## config.mk

```make
export PLATFORM = sky130hd
export DESIGN_NAME = serial_subtractor_ctrl
export DESIGN_NICKNAME = d
export VERILOG_FILES = /design/src/rtl/serial_subtractor_ctrl.sv
export SDC_FILE = /design/constraint.sdc
export NUM_CORES = 1
export LEC_CHECK = 0
export CORE_AREA = 2 2 62 64
export CTS_BUF_LIST = sky130_fd_sc_hd__clkbuf_16
export DETAILED_ROUTE_END_ITERATION = 12
export DIE_AREA = 0 0 64 66
export MAX_ROUTING_LAYER = met4
export PLACE_DENSITY = 0.86
export RECOVER_POWER = 100
export SETUP_SLACK_MARGIN = 0.2
export SYNTH_ARGS = -nofsm -noshare
export SYNTH_HDL_FRONTEND = slang
export SYNTH_SLANG_ARGS = --single-unit
```

## constraint.sdc

```tcl
create_clock -name clk -period 2.2 [get_ports clk]
set_clock_uncertainty 0.1 [all_clocks]
set_input_delay 0.55 -clock clk [delete_from_list [all_inputs] [get_ports clk]]
set_output_delay 0.55 -clock clk [all_outputs]
set_load 0.005 [all_outputs]
```

## src/rtl/serial_subtractor_ctrl.sv

```systemverilog
// Bit-serial WIDTH-bit subtractor sequencer driving one external 1-bit full-subtractor cell.
// Operands are consumed LSB first, one bit per clock.
module serial_subtractor_ctrl #(
  parameter int unsigned WIDTH = 8
) (
  input  logic             clk,
  input  logic             rst_n,
  input  logic             start,
  input  logic [WIDTH-1:0] a_in,
  input  logic [WIDTH-1:0] b_in,
  input  logic             bin_in,
  output logic             ready,
  output logic             busy,
  output logic             done,
  output logic [WIDTH-1:0] diff,
  output logic             borrow,
  output logic             fs_a,
  output logic             fs_b,
  output logic             fs_bin,
  input  logic             fs_d,
  input  logic             fs_bout
);

  localparam int unsigned CntW = (WIDTH > 1) ? $clog2(WIDTH) : 1;
  localparam logic [CntW-1:0] CntLast = CntW'(WIDTH - 1);

  typedef enum logic [1:0] {StIdle, StRun, StDone} state_e;

  state_e           state_q;
  logic [WIDTH-1:0] a_sh_q, b_sh_q;
  // Holds the WIDTH-1 result bits produced so far; the final bit comes straight from the cell.
  logic [WIDTH-2:0] d_sh_q;
  logic             brw_q;
  logic [CntW-1:0]  cnt_q;
  logic             ready_q, busy_q, done_q;
  logic [WIDTH-1:0] diff_q;
  logic             borrow_q;

  always_ff @(posedge clk or negedge rst_n) begin
    if (!rst_n) begin
      state_q  <= StIdle;
      a_sh_q   <= '0;
      b_sh_q   <= '0;
      d_sh_q   <= '0;
      brw_q    <= 1'b0;
      cnt_q    <= '0;
      ready_q  <= 1'b1;
      busy_q   <= 1'b0;
      done_q   <= 1'b0;
      diff_q   <= '0;
      borrow_q <= 1'b0;
    end else begin
      unique case (state_q)
        StIdle: begin
          if (start) begin
            a_sh_q  <= a_in;
            b_sh_q  <= b_in;
            brw_q   <= bin_in;
            cnt_q   <= '0;
            state_q <= StRun;
            ready_q <= 1'b0;
            busy_q  <= 1'b1;
          end
        end
        StRun: begin
          a_sh_q <= a_sh_q >> 1;
          b_sh_q <= b_sh_q >> 1;
          d_sh_q <= (WIDTH-1)'({fs_d, d_sh_q} >> 1);
          brw_q  <= fs_bout;
          if (cnt_q == CntLast) begin
            cnt_q    <= '0;
            diff_q   <= {fs_d, d_sh_q};
            borrow_q <= fs_bout;
            state_q  <= StDone;
            busy_q   <= 1'b0;
            done_q   <= 1'b1;
          end else begin
            cnt_q <= cnt_q + 1'b1;
          end
        end
        StDone: begin
          state_q <= StIdle;
          done_q  <= 1'b0;
          ready_q <= 1'b1;
        end
        default: begin
          state_q <= StIdle;
          ready_q <= 1'b1;
          busy_q  <= 1'b0;
          done_q  <= 1'b0;
        end
      endcase
    end
  end

  assign ready  = ready_q;
  assign busy   = busy_q;
  assign done   = done_q;
  assign diff   = diff_q;
  assign borrow = borrow_q;

  // Cell inputs are gated so the cell sees zeros outside RUN.
  assign fs_a   = busy_q & a_sh_q[0];
  assign fs_b   = busy_q & b_sh_q[0];
  assign fs_bin = busy_q & brw_q;

endmodule
```

==> results.json <==
{
  "synth_area_leaders": "dfrtp_1 53%, mux2_4 7.2%, a211oi_2 6.7%",
  "yosys_warnings": 0,
  "initial_core_util_pct": 53.0,
  "leakagePower_nw": 1.04,
  "ctsHtreeMaxLevel": 2,
  "ys_seq_area_share_pct": 54.6,
  "die-area_um2": 4220,
  "synth_cells": 166,
  "grt_setup_unrepaired": "no",
  "gp_congestion": 0.746,
  "hp-class": "reg2reg",
  "final_cell_mix": "40 x dfrtp_1, 29 x nor2_1, 23 x nand2_1, 19 x clkdlybuf4s50_1, 14 x dlygate4sd3_1",
  "ys_types": 29,
  "crit_chain": "and2_1, dlygate4sd3_1",
  "first_global_vias": 1420,
  "core_um2": 3550,
  "antenna_found_initial": 0,
  "synth_ff_type": "dfrtp_1",
  "cpMaxStageDelayCell": "dlygate4sd3_1",
  "setup.reg_to_reg.worst_slack_ns": 0.36,
  "post_cts_buffers": 0,
  "ys_ff_latch": 41,
  "max_slew_margin_pct": 34.0,
  "critical_path_class": "reg2out",
  "fin_crit_sh_pct": 92.8,
  "clk_path_buf_depth": 2,
  "slew_viol_final": 0,
  "crit_family": "buffers and inverters",
  "fp.dieW_um": 64,
  "cts_tree": "done",
  "synth_fp_nets": 190,
  "drt-met1-wl_um": 1670,
  "final_common_cell": "dfrtp_1",
  "clkLatencyLatePin_ns": 0.28,
  "tns_ns": 0,
  "placed_area_um2": 2250,
  "synth_edf_count": 0,
  "drtIter0Drc": 114,
  "netlist.area_leader.share_pct": 53.2,
  "crit_path_start": "busy",
  "first_pass_iters": 5,
  "rows": 22,
  "path_max_fanout": 5,
  "dpl.hpwl_um": 2550,
  "cp.arrival_ns": 1.39,
  "fin_crit_ns": 2.04,
  "maxUsedRoutingLayer": "met4",
  "powerDensity_nw_per_um2": 1420,
  "syn_area_per_cell_um2": 11.3,
  "async_flop_share_pct": 100,
  "wl_per_cell_um": 15.2,
  "grt_max_degree": 42,
  "num_antenna_cells": 0,
  "reg2reg_depth": 3,
  "setup_violations": 0,
  "met3_length_um": 148,
  "vias": 1365,
  "ant_nets": 0,
  "cts.clk_slew.worst_paths_ns": 0.06,
  "remaining_drc_errors": 0,
  "cts_buffers": 5,
  "wl_met2_um": 1920,
  "fp.dieH_um": 66,
  "track_usage_pct": 21.3,
  "outcome": "complete, no violations",
  "finalHoldViolCount": 0,
  "cp_num_buf_inv": 1,
  "r2r-end": "a_sh_q[5]",
  "required_ns": 1.55,
  "routed_via_density": 5.44,
  "worst_pin_slew_ns": 0.990,
  "fin_nets": 226,
  "cp.depth": 2,
  "finalWirelength_um": 3820,
  "timing.rr.start": "state_q[1]",
  "cts_sinks": 41,
  "grt_pass1_wl_um": 6620,
  "ios": 37,
  "overflow": 0,
  "cts_root_buffer": "clkbuf_16",
  "portBuffers": 36,
  "critPathCapture": "fs_bin",
  "peakVddDrop_mv": 0.656,
  "fin_area_um2": 2350,
  "cpPeakStageDelay_ns": 0.56,
  "final_util_pct": 66.1,
  "syn_area_um2": 1880,
  "n_fill_cell": 251,
  "crit_path_start_kind": "flop",
  "syn_to_final_growth_pct": 24.9,
  "synth_top_cell_by_area": "dfrtp_1",
  "fmax_mhz": 490,
  "drv_cap": 0,
  "cts-hold-fix-buffers": 0,
  "layout-drive-gt1-share_pct": 11.3,
  "end_kind": "primary output"
}
[flip-flops by register name (all words and copies together), names as in the netlist]
name and cells:
done 1, cnt_q 3, a_sh_q 8, diff 8, borrow 1, b_sh_q 8
d_sh_q 7, state_q 2, ready 1, brw_q 1, busy 1
[cells by family after synthesis]
group           Yosys count  share of synthesized area (%)
flops                    41                           54.6
compound gates           27                           14.2
buf+inv                  13                           4.39
simple gates             74                           18.2
mux                       9                           7.19
fa+ha+maj                 2                           1.33
[worst min-delay path by stage]
stage                   start          to  slack [ns]  cells after the start
floorplan               rst_n   a_sh_q[0]        0.15                      0
global placement    d_sh_q[0]   d_sh_q[0]        0.36                      2
detailed placement  d_sh_q[5]   d_sh_q[4]        0.38                      2
CTS                     rst_n  state_q[0]        0.24                      2
global route         cnt_q[0]    cnt_q[0]        0.40                      1
finish                diff[5]     diff[5]        0.38                      1
[where the power goes]
| group | internal [mW] | switching, mW |
|---|---|---|
| sequential | 1.12 | 0.202 |
| combinational | 0.627 | 0.581 |
| clock | 0.530 | 0.284 |
| total | 2.27 | 1.07 |
[routing by layer]
layer | global-route usage [%] | vias to the layer above
met5 | - | -
met4 | 8.70 | 0
met3 | 4.43 | 8
met2 | 34.5 | 38
met1 | 26.3 | 671
li1 | - | 648
[synth_stat cells (3+ instances only)]
cell type,number
a211oi_2,10
buf_6,3
a211oi_1,3
nor2_1,29
a22o_1,4
nand2_1,22
nor3_1,13
nand2b_1,3
dfrtp_1,40
and2_1,3
buf_2,3
clkbuf_1,3
mux2_4,9
[metrics by stage]
stage                     std cells  worst slack (ns)  hold slack, ns  power [mW]
final                           251             0.157           0.382        3.34
after global routing            251             0.116           0.401        3.58
after CTS                       251             0.227           0.243        3.54
after detailed placement        243             0.139           0.382        2.72
after global placement          243             0.229           0.362        2.63
after floorplan                 166             0.704           0.154        2.23
[worst register-to-register path, delay by kind of cell (launching register included)]
kind,cells,cell delay [ns]
and+or+nand+nor,1,0.48
AOI/OAI and AO/OA,1,0.34
DFF,1,0.41
buffers and inverters,1,0.40
[timing repair]
action / 4_1_cts / 5_1_grt
endpoints found under the hold margin: 0 / 0
endpoints found under the setup margin: 0 / 3
gates resized for setup: 0 / 2
[cell type report]
type,count,area [um^2],share of cell area (%)
Clock buffer,5,125,5.33
Clock inverter,3,41.3,1.76
Inverter,2,7.51,0.320
Multi-Input combinational cell,112,711,30.3
Sequential cell,41,1030,43.7
Tap cell,48,60.1,2.56
Timing Repair Buffer,40,377,16.0
(Power assumes the default switching activity.)
==> RTL edit 1 (same settings) <==
Encoding of `state_e`: now one-hot (3 bits for 3 states).
--- a/src/rtl/serial_subtractor_ctrl.sv
+++ b/src/rtl/serial_subtractor_ctrl.sv
@@ -26,3 +26,3 @@
 
-  typedef enum logic [1:0] {StIdle, StRun, StDone} state_e;
+  typedef enum logic [2:0] {StIdle = 3'b001, StRun = 3'b010, StDone = 3'b100} state_e;
 
Check against the original RTL: no difference found for any inputs over 10 cycles, from zero or initial values and one cycle with rst_n low; not proved beyond that.
==> RTL edit 1 against the unedited design <==
Worst hold slack worse by 0.050 ns; via count down 1.2%; worst setup slack worse by 0.016 ns; sequential cell count up 1; area after synthesis down 1.9%; total power down 16%; routed wire length up 2.0%; final area up 1.8%; count of clock-buffer cells in the layout unchanged; final cell count unchanged; critical endpoint is now fs_a; largest power group unchanged.
==> RTL edit 1: results (changes against the unedited design) <==
- DR vias/cell: 5.37 (-1.2%)
- Maximum number of pins on one net before global-route repair: 24 (-43%)
- Clock power share: 0.241 (-0.003)
- Switch Pwr: 898 µW (-16%)
- R2R Path Start: state_q[0]$_DFFE_PN1P_
- Seq/Total Area, Yosys: 0.571 (+0.0250)
- R2R cell count: 4 (+1)
- Post CTS Setup Buffer Count: 2 (+2)
- Peak VDD IR: 0.530 mV (-19%)
- Synth unique cells: 33 (+14%)
- Sequential Power: 1.25 mW (-5%)
- Pre-antenna DRT Iters: 4 (-1)
- PostCTS Resize Cnt: 1 (+1)
- Adder-cell share of the synthesized area: 0.0136 (+0.000262)
- Outcome: finished clean
- Synth Area in Compound Gates: 0.119 (-0.0237)
- Place WS: 0.0967 ns (-0.0423 ns)
- Syn nets: 187 (-1.6%)
- DR WL met3: 115 µm (-22%)
- Internal cell power: 1.89 mW (-17%)
- Placed Instance Area: 2250 µm² (+0.17%)
- Mux contribution to synthesized area: 0.0550 (-0.0169)
- Top post-synthesis cells by area: dfrtp_1 (54%), mux2_2 (5.5%), o22ai_2 (5.4%)
- Reg-to-reg critical path endpoint: d_sh_q[6]$_DFFE_PN0P_
- Most frequent cells after synthesis: dfrtp_1 (40), nand2_1 (26), nor2_1 (16)
- DR iter-0 viols: 65 (-43%)
- Largest stage delay on the critical path: 0.51 ns (-0.05 ns)
- Post-synthesis xor/xnor area fraction: 0.00475 (+0.00475)
- Dpl cells: 241 (-0.82%)
- GP Congestion: 0.804 (+7.9%)
- Vias in the first global route: 1355 (-4.6%)
- Syn avg cell area: 11.3 µm² (-0.12%)
[RTL edit 1: changes by cell type after synthesis, sizes merged, moves of 2 or more]
| cell | before | now |
|---|---|---|
| nand2 | 23 | 26 |
| clkbuf | 3 | 1 |
| nor3b | 0 | 2 |
| buf | 8 | 11 |
| a31oi | 0 | 2 |
| a211oi | 13 | 0 |
| o21ai | 0 | 2 |
| o221a | 2 | 0 |
| o22ai | 1 | 13 |
| nor2 | 29 | 18 |
| nor4bb | 0 | 2 |
[RTL edit 1: final cells by class]
class / instances / area, µm²
multi-input combinational: 108 / 698
timing repair buffer: 45 / 443
fill: 261 / 1160
sequential: 42 / 1050
clock buffer: 5 / 125
inverter: 1 / 3.75
tap: 48 / 60.1
clock inverter: 2 / 7.51
[RTL edit 1: cell families after synthesis]
kind of cell / count (synthesis)
AOI/OAI and AO/OA: 25
xor gates and xnor gates: 1
adders and majority gates: 2
buffers and inverters: 13
DFF: 42
muxes: 9
and+or+nand+nor: 71
==> RTL edit 2 (same flow settings) <==
Without the edit above. `WIDTH`: 8 -> 4.
--- a/src/rtl/serial_subtractor_ctrl.sv
+++ b/src/rtl/serial_subtractor_ctrl.sv
@@ -3,3 +3,3 @@
 module serial_subtractor_ctrl #(
-  parameter int unsigned WIDTH = 8
+  parameter int unsigned WIDTH = 4
 ) (
Interface: changed (resized a_in, b_in and diff); port bits go from 37 to 25. No check against the original RTL was run, so the function may have changed too.
==> RTL edit 2 against the unedited design <==
Sequential cell count is 17 lower; worst setup slack worse by 0.0023 ns; total power is 44% lower; routed wire length is 42% lower; combinational power is 43% lower; final area is 40% lower; area after synthesis is 44% lower; first-iteration DRC count is 64% lower; critical path type unchanged; critical endpoint is now fs_b.
==> RTL edit 2: results (changes against the unedited design) <==
- Met1 Use GR: 0.166 (-0.0969)
- Outcome: finished clean
- Bufs w/o clock: 26 (-35%)
- Top post-synthesis cells by area: dfrtp_1 (55%), mux2_4 (7.1%), o22ai_1 (7.1%)
- Place WS: 0.228 ns (+0.0894 ns)
- DR iter-0 viols: 41 (-64%)
- Clock buf count: 3 (-2)
- Synth unique cells: 22 (-24%)
- Leakage power: 0.630 nW (-39%)
- WL/cell: 12.7 µm (-17%)
- Syn nets: 115 (-39%)
- Post-synthesis cell count: 100 (-40%)
- Post-DP HPWL: 1560 µm (-39%)
- Maximum number of pins on one net before global-route repair: 25 (-40%)
- Fillcell total: 357 (+42%)
- Multi-input logic portion of the cell area: 0.282 (-0.0207)
- Worst-margin pin slew: 0.593 ns (-0.397 ns)
- Adder-cell share of the synthesized area: 0.0118 (-0.00146)
- Pre-antenna DRT Iters: 4 (-1)
- DR WL met3: 123 µm (-17%)
- Layout cells sized above 1: 0.0714 (-0.0419)
- Comb_multi_in: 69 (-38%)
- Switch Pwr: 621 µW (-42%)
- Sequential share of power: 0.428 (+0.033)
- GR Util met2: 0.186 (-0.159)
- Most frequent cells after synthesis: dfrtp_1 (23), nand2_1 (17), o22ai_1 (12)
- Internal cell power: 1.27 mW (-44%)
- Global Route Usage Sum: 0.122 (-0.0913)
- Met3 GRT Util: 0.0341 (-0.0102)
- Via count: 822 (-40%)
- Post-Route WL: 2210 µm (-42%)
- Peak VDD IR: 0.913 mV (+39%)
- Vias in the first global route: 810 (-43%)
- Non-clk buf share: 0.182 (+0.0216)
- Placed Instance Area: 1340 µm² (-40%)
- Seq/Total Area, Yosys: 0.570 (+0.0237)
- Metal-1 WL: 1080 µm (-35%)
- PortBufs: 24 (-33%)
- Mux contribution to synthesized area: 0.0711 (-0.000766)
- Nets: 142 (-37%)
## RTL edit 2: changes by cell type in the layout (fill, tap and decap cells not counted), sizes merged, moves of 5 or more
cell	unedited run	this run
a21oi	2	9
nor3	13	1
dfrtp	40	23
nor2	29	4
a211oi	13	0
nand2	23	18
o22ai	1	12
o21ai	0	7
clkdlybuf4s50	19	11
## RTL edit 2: final timing paths
kind | endpoint | cells after the start | slack, ns | start
setup / recovery | fs_b | 2 | 0.16 | busy$_DFFE_PN0P_
hold / removal | ready$_DFFE_PN1P_ | 2 | 0.36 | ready$_DFFE_PN1P_
setup reg to reg | diff[1]$_DFFE_PN0P_ | 3 | 0.50 | state_q[1]$_DFFE_PN0P_
hold reg to reg | ready$_DFFE_PN1P_ | 2 | 0.36 | ready$_DFFE_PN1P_
max in group asynchronous | busy$_DFFE_PN0P_ | 2 | 0.88 | rst_n
min in group asynchronous | b_sh_q[1]$_DFFE_PN0P_ | 2 | 0.74 | rst_n
